`config.mk`:
```
export PLATFORM = sky130hd
export DESIGN_NAME = systolic_ctrl_flat
export DESIGN_NICKNAME = d
export VERILOG_FILES = /design/src/rtl/systolic_ctrl_if.sv /design/src/rtl/systolic_ctrl.sv /design/src/flat_wrapper.sv
export SDC_FILE = /design/constraint.sdc
export NUM_CORES = 1
export LEC_CHECK = 0
export ABC_AREA = 1
export BUFFER_PORTS_ARGS = -buffer_cell sky130_fd_sc_hd__buf_2
export CAP_MARGIN = 0
export CORE_MARGIN = 2
export CORE_UTILIZATION = 35
export DETAILED_ROUTE_END_ITERATION = 8
export PLACE_DENSITY_LB_ADDON = 0.15
export SYNTH_ARGS = -nofsm -noshare
export SYNTH_HDL_FRONTEND = slang
export SYNTH_SLANG_ARGS = --single-unit
export TNS_END_PERCENT = 5
```
`constraint.sdc`:
```
create_clock -name clk -period 2.4 [get_ports clk]
set_input_delay 0.36 -clock clk [delete_from_list [all_inputs] [get_ports clk]]
set_output_delay 0.36 -clock clk [all_outputs]
set_load 0.01 [all_outputs]
```
`src/rtl/systolic_ctrl_if.sv`:
```
// Job-control and array-side signals of the systolic array controller.
// The master side is the host/array environment; the slave side is systolic_ctrl.
interface systolic_ctrl_if #(
  parameter int N   = 4,
  parameter int K_W = 8
);
  logic             start;
  logic [K_W-1:0]   k_len;
  logic             abort;
  logic [N-1:0]     res_valid;
  logic             rd_en;
  logic [K_W-1:0]   rd_addr;
  logic             op_zero;
  logic [N*N-1:0]   init;
  logic             busy;
  logic             done;
  logic             err;

  modport master (
    output start, k_len, abort, res_valid,
    input  rd_en, rd_addr, op_zero, init, busy, done, err
  );

  modport slave (
    input  start, k_len, abort, res_valid,
    output rd_en, rd_addr, op_zero, init, busy, done, err
  );
endinterface

```
`src/rtl/systolic_ctrl.sv`:
```
// Sequencer for an N x N systolic array: streams K operand rows, flushes the
// array, counts east-edge results and staggers per-PE init along the wavefront.
module systolic_ctrl #(
  parameter int N   = 4,
  parameter int K_W = 8
) (
  input  logic           clk,
  input  logic           rst,
  systolic_ctrl_if.slave bus
);

  localparam int DL = 2*N - 1;
  localparam int CW = $clog2(N*N + N + 1);
  localparam int FW = $clog2(N + 1);

  localparam logic [K_W-1:0] K_MIN   = K_W'(2*N - 1);
  localparam logic [CW-1:0]  CNT_END = CW'(N*N);
  localparam logic [FW-1:0]  FL_LAST = FW'(N);

  typedef enum logic [1:0] {IDLE, FEED, FLUSH, DRAIN} state_t;

  state_t          state;
  logic [K_W-1:0]  k_q;
  logic [K_W-1:0]  rd_addr;
  logic            rd_en;
  logic            op_zero;
  logic            busy;
  logic            done;
  logic            err;
  logic            ts;
  logic [DL-1:0]   dl;
  logic [CW-1:0]   count;
  logic [FW-1:0]   fl_cnt;
  logic            armed;
  logic [CW-1:0]   pc;
  logic [CW-1:0]   count_nxt;
  logic [N*N-1:0]  init_w;

  always_comb begin
    pc = '0;
    for (int unsigned i = 0; i < N; i++) begin
      pc = pc + CW'(bus.res_valid[i]);
    end
    count_nxt = count + pc;
  end

  // PE(i,j) sits on anti-diagonal i+j, so it taps delay-line stage i+j.
  always_comb begin
    init_w = '0;
    for (int unsigned i = 0; i < N; i++) begin
      for (int unsigned j = 0; j < N; j++) begin
        init_w[i*N + j] = dl[i + j];
      end
    end
  end

  always_ff @(posedge clk or negedge rst) begin
    if (!rst) begin
      state   <= IDLE;
      k_q     <= '0;
      rd_en   <= 1'b0;
      rd_addr <= '0;
      op_zero <= 1'b1;
      busy    <= 1'b0;
      done    <= 1'b0;
      err     <= 1'b0;
      ts      <= 1'b0;
      dl      <= '0;
      count   <= '0;
      fl_cnt  <= '0;
      armed   <= 1'b0;
    end else begin
      // armed blocks a start that arrives on the first edge after reset release.
      armed   <= 1'b1;
      done    <= 1'b0;
      err     <= 1'b0;
      ts      <= 1'b0;
      op_zero <= ~rd_en;
      dl      <= {dl[DL-2:0], ts};

      if (state != IDLE && bus.abort) begin
        state <= IDLE;
        busy  <= 1'b0;
        rd_en <= 1'b0;
        dl    <= '0;
      end else begin
        unique case (state)
          IDLE: begin
            if (armed && bus.start) begin
              if (bus.k_len >= K_MIN) begin
                state   <= FEED;
                k_q     <= bus.k_len;
                rd_en   <= 1'b1;
                rd_addr <= '0;
                busy    <= 1'b1;
                ts      <= 1'b1;
                count   <= '0;
              end else begin
                err <= 1'b1;
              end
            end
          end
          FEED: begin
            if (rd_addr == k_q - K_W'(1)) begin
              state  <= FLUSH;
              rd_en  <= 1'b0;
              ts     <= 1'b1;
              fl_cnt <= '0;
            end else begin
              rd_addr <= rd_addr + K_W'(1);
            end
          end
          FLUSH: begin
            if (fl_cnt == FL_LAST) begin
              state <= DRAIN;
            end else begin
              fl_cnt <= fl_cnt + FW'(1);
            end
          end
          DRAIN: begin
            count <= count_nxt;
            if (count_nxt >= CNT_END) begin
              state <= IDLE;
              busy  <= 1'b0;
              done  <= 1'b1;
            end
          end
          default: state <= IDLE;
        endcase
      end
    end
  end

  assign bus.rd_en   = rd_en;
  assign bus.rd_addr = rd_addr;
  assign bus.op_zero = op_zero;
  assign bus.init    = init_w;
  assign bus.busy    = busy;
  assign bus.done    = done;
  assign bus.err     = err;

endmodule

```
`src/flat_wrapper.sv`:
```
// flat-port wrapper written by rule: the top's interface ports become plain ports
module systolic_ctrl_flat 
#(
  parameter int N   = 4,
  parameter int K_W = 8
)
  (clk, rst, bus_start, bus_k_len, bus_abort, bus_res_valid, bus_rd_en, bus_rd_addr, bus_op_zero, bus_init, bus_busy, bus_done, bus_err);
  systolic_ctrl_if #(.N(N), .K_W(K_W)) bus_i ();
  input  logic clk;
  input  logic rst;
  input wire logic [$bits(bus_i.start)-1:0] bus_start;
  input wire logic [$bits(bus_i.k_len)-1:0] bus_k_len;
  input wire logic [$bits(bus_i.abort)-1:0] bus_abort;
  input wire logic [$bits(bus_i.res_valid)-1:0] bus_res_valid;
  output wire logic [$bits(bus_i.rd_en)-1:0] bus_rd_en;
  output wire logic [$bits(bus_i.rd_addr)-1:0] bus_rd_addr;
  output wire logic [$bits(bus_i.op_zero)-1:0] bus_op_zero;
  output wire logic [$bits(bus_i.init)-1:0] bus_init;
  output wire logic [$bits(bus_i.busy)-1:0] bus_busy;
  output wire logic [$bits(bus_i.done)-1:0] bus_done;
  output wire logic [$bits(bus_i.err)-1:0] bus_err;
  assign bus_i.start = bus_start;
  assign bus_i.k_len = bus_k_len;
  assign bus_i.abort = bus_abort;
  assign bus_i.res_valid = bus_res_valid;
  assign bus_rd_en = bus_i.rd_en;
  assign bus_rd_addr = bus_i.rd_addr;
  assign bus_op_zero = bus_i.op_zero;
  assign bus_init = bus_i.init;
  assign bus_busy = bus_i.busy;
  assign bus_done = bus_i.done;
  assign bus_err = bus_i.err;
  systolic_ctrl #(.N(N), .K_W(K_W)) u_core (.clk(clk), .rst(rst), .bus(bus_i));
endmodule
```
Word level (Yosys, flattened, before mapping)
Cells that the tools add are included. Widths: inputs -> output; s select.

Input port bits: 16. Output and inout port bits: 29. Register bits after elaboration: 40. Logic and storage cells: 93.

Reductions and logical operators: 16. Equality and inequality tests: 15. $lt $le $gt $ge: 2. Mux-type cells: 38. Bitwise logic cells: 2. Add/sub/neg operators: 7.

Operator list (count): $mux 8 (3); $reduce_and 4->1 (5); $mux 1 (17); $pmux 8 s2 (1); $ne 3x1->1 const B (5); $mux 2 (6); $add 5x1->5 (2); $mux 5 (2); $pmux 5 s2 (1); $reduce_and 5->1 (2); $add 8x1->8 const B (1); $eq 8x8->1 (1); $ge 8x3->1 const B (1); $pmux 2 s4 (1); $reduce_bool 2->1 (4); $sub 8x1->8 const B (1); $mux 7 (1); $mux 3 (2); $ne 2x1->1 const B (3); $pmux 1 s2 (3); $pmux 3 s2 (1); $reduce_bool 3->1 (2); $add 5x5->5 (1); $ge 5x5->1 const B (1); other kinds (9) (13).

Longest topological paths before layout
Depth after elaboration: 8. Mapped depth: 15.

Worst setup path after synthesis
No wires, ideal clock.

Kind: input-to-reg. Start point: input bus_res_valid[0]. End point: register u_core.state[0]. Arrival time: 2.476 ns. Setup time: 0.117 ns. Stages on the path: 13. Setup slack: -0.192 ns. Cells stage by stage: ha_1 > inv_1 > fa_1 > inv_1 > ha_1 > fa_1 > nand2_1 > a21oi_1 > xnor2_1 > nand3_1 > and3_1 > nand3_1 > nand2_1.

Cells in the longest elaborated chain, start to end: 7.

Ends and longest elaborated chain: from (decl) (RTL line flat_wrapper.sv:14) `input wire logic [$bits(bus_i.res_valid)-1:0] bus_res_valid;`; $add 1x1->2 (RTL line systolic_ctrl.sv:42) `pc = pc + CW'(bus.res_valid[i]);`; $add 5x1->5 (2 in series) (RTL line systolic_ctrl.sv:42); $add 5x5->5 (RTL line systolic_ctrl.sv:44) `count_nxt = count + pc;`; $ge 5x5->1 (RTL line systolic_ctrl.sv:122) `if (count_nxt >= CNT_END) begin`; $ne 3x1->1 (no source line); $reduce_and 5->1 (no source line); to (signal assigned) (RTL line systolic_ctrl.sv:59) `state <= IDLE;`; to (signal assigned) (RTL line systolic_ctrl.sv:123) `state <= IDLE;`; to (signal assigned) (RTL line systolic_ctrl.sv:128) `default: state <= IDLE;`; to (decl) (RTL line systolic_ctrl.sv:22) `state_t state;`.

Every way passes these cells. A chain may end at the register's enable or synchronous reset.

Worst setup path in the final report
Same ends and word-level chain as after synthesis.

==> results.cfg <==
[run_status]
outcome = finished, final reports clean

[drt]
detail_route.iter0.violations = 62
num_vias = 1939
drc = 0
wl_um = 4800
wire_per_inst_um = 11.2
ant_nets = 0
vias_per_cell = 4.53
firstDrtPassIters = 4

[sta]
max_freq_ghz = 0.425
layout_min_cycle_time_ps = 2350
setup_viol = 0
finalClockSkew_ps = 4.85
period_share_pct = 98.1
hold_viol_final = 0
maxSlewHeadroom_pct = 45.3
drv_slew = 0
rsz0062_at_grt = yes
worst_pin_slew_ps = 817

[layout]
drive_gt1_share_pct = 21.3
insertedDiodeCount = 0
final_nets = 378
final_core_util_pct = 41.4
syn2layout_area_growth_pct = 16.3
fillerInstances = 725

[synth]
postSynthAreaPerCell_sq_um = 7.77
synthTopCellsByArea = dfrtp_1 (41%), nand2_1 (14%), ha_1 (6.8%)
synth_common_cells = nand2_1 (86), inv_1 (43), dfrtp_1 (39), nor2_1 (27), nand3_1 (26)
synth.ff_latch_count = 40
synthArstFlopShare_pct = 100
synth_edf_count = 0
yosysWarnings = 0
syn_inst = 306
synthesis.area_sq_um = 2380
ys_types = 29
synthesis.nets = 337
synthFlopType = dfrtp_1
synth_top_area_cell = dfrtp_1
ys_seq_area_share_pct = 42.2
yosysTopAreaCellShare_pct = 41.1
yosysMostFrequentCell = nand2_1

[worst_setup_path]
critPathMaxStageDelay_ps = 470
end_kind = flop
cp_top_family = adder cells
cp_max_fo = 3
critPathArrivalTime_ps = 2550
cp.required_ps = 2600
cp.buffers_inverters = 3
start_kind = input pin
crit_slowest_cell = fa_1
crit_type = in2reg
crit_chain = buf_2 -> ha_1 -> inv_1 -> fa_1 -> inv_1 -> ha_2 -> fa_2 -> nand2_2 -> a21oi_1 -> xnor2_1 -> nand3_1 -> and3_4 -> nand3_1 -> nand2_1

[global_route]
grt_overflow = 0
grt_pass1_vias = 1831
grt_start_max_net_pins = 41
grt_pass1_wl_um = 8190
antenna_found_initial = 0
track_usage_pct = 13.8

[clock_network]
cts_made_buffers = 5
htree_levels = 2
clk_path_buf_depth = 2
clock_latency_ps = 300
cts_tree = built
clock-sinks = 40
hold_buffers = 0
clockRootBuffer = clkbuf_8
clk_pin_slew_ps = 80

[place]
dpl.hpwl_um = 3650
io_buffers = 44
gp_congestion = 0.762

[floorplan]
core_sq_um = 6680
num_rows = 30
initial_utilization_pct = 35.6
fp.dieH_um = 86.4
pin_count = 45
die_x_um = 86.4
die-area_sq_um = 7470

[power]
p_leak_nw = 1.45
p_per_area_nw_per_um2 = 1050
totalPowerFinal_mw = 2.91
peakVddDrop_mv = 0.362

[min_path]
hold_class = in2async

[run]
maxCapViolations = 0
[cell usage in the layout (no fill, tap or decap), types with 2 or more instances in the layout]
cell      count
ha_1         12
inv_1        42
nor2_1       27
o21ai_0      12
a21oi_1       5
xor2_1        7
or2_2         4
o21ai_2       2
nor3_1        2
xnor2_1       3
nand3b_1      2
o31ai_1       3
buf_4         4
dfrtp_1      39
nand2_1      85
buf_2        44
nor2_2        3
clkbuf_8      5
o21ai_1       5
nand3_1      26
[cell type report]
cell class / count / area (sq um) / share of cell area, %
Multi-Input combinational cell: 209 / 1130 / 41.1
Timing Repair Buffer: 48 / 250 / 9.05
Tap cell: 80 / 100 / 3.62
Clock buffer: 5 / 68.8 / 2.49
Sequential cell: 40 / 1000 / 36.3
Clock inverter: 3 / 46.3 / 1.67
Inverter: 43 / 161 / 5.84
[flip-flops by register name, summed over array words and instances (netlist names), 2 cells and up]
register            flops
u_core.bus.rd_addr      8
u_core.k_q              8
u_core.dl               7
u_core.count            5
u_core.fl_cnt           3
u_core.state            2
[metrics by stage]
step | hold WS (ps) | cell area, sq um | setup slack, ps | std cells | setup TNS (ps)
global route | 162 | 2760 | -80.4 | 428 | -156
detailed placement | 391 | 2630 | -308 | 419 | -1040
CTS | 135 | 2750 | 24.8 | 427 | 0
finish | 109 | 2760 | 46.3 | 428 | 0
global placement | 404 | 2630 | -262 | 419 | -824
floorplan | 64.4 | 2390 | -128 | 306 | -257
[routing by layer]
layer,vias to the layer above,GRT usage [%],share of wire (%)
li1,1031,-,-
met1,873,18.0,49
met2,29,22.4,45
met3,6,3.33,4.2
met4,0,4.69,1.5
met5,-,0,0
[final timing paths]
check,from,endpoint,slack [ps],cells after the start
max,bus_res_valid[0],u_core.state[0],50,14
min,rst,u_core.bus.rd_addr[1],110,2
max reg2reg,u_core.count[0],u_core.state[0],100,12
min reg2reg,u_core.bus.rd_en,u_core.bus.op_zero,410,1
max in group asynchronous,rst,u_core.bus.op_zero,1920,2
min in group clk,bus_k_len[1],u_core.k_q[1],280,3
[repair_timing]
item                       CTS  global route
setup endpoints to repair    0             3
resized for setup            0             3
buffers inserted             0             1
[logic make-up after synthesis]
group | share of synthesized area, %
buffers and inverters | 10.8
other | 0.158
AND/OR/NAND/NOR | 27.6
adder cells (fa/ha/maj) | 8.53
AO/OA/AOI/OAI | 7.00
flip-flops | 42.2
XOR/XNOR | 3.68
[power by group]
part           leakage (nW)  internal, mW  switching (mW)
Combinational         0.870         0.486           0.843
Clock                0.0548         0.313           0.265
Sequential            0.529         0.849           0.152
Total                  1.45          1.65            1.26
Power figures use the tool's default switching activity.
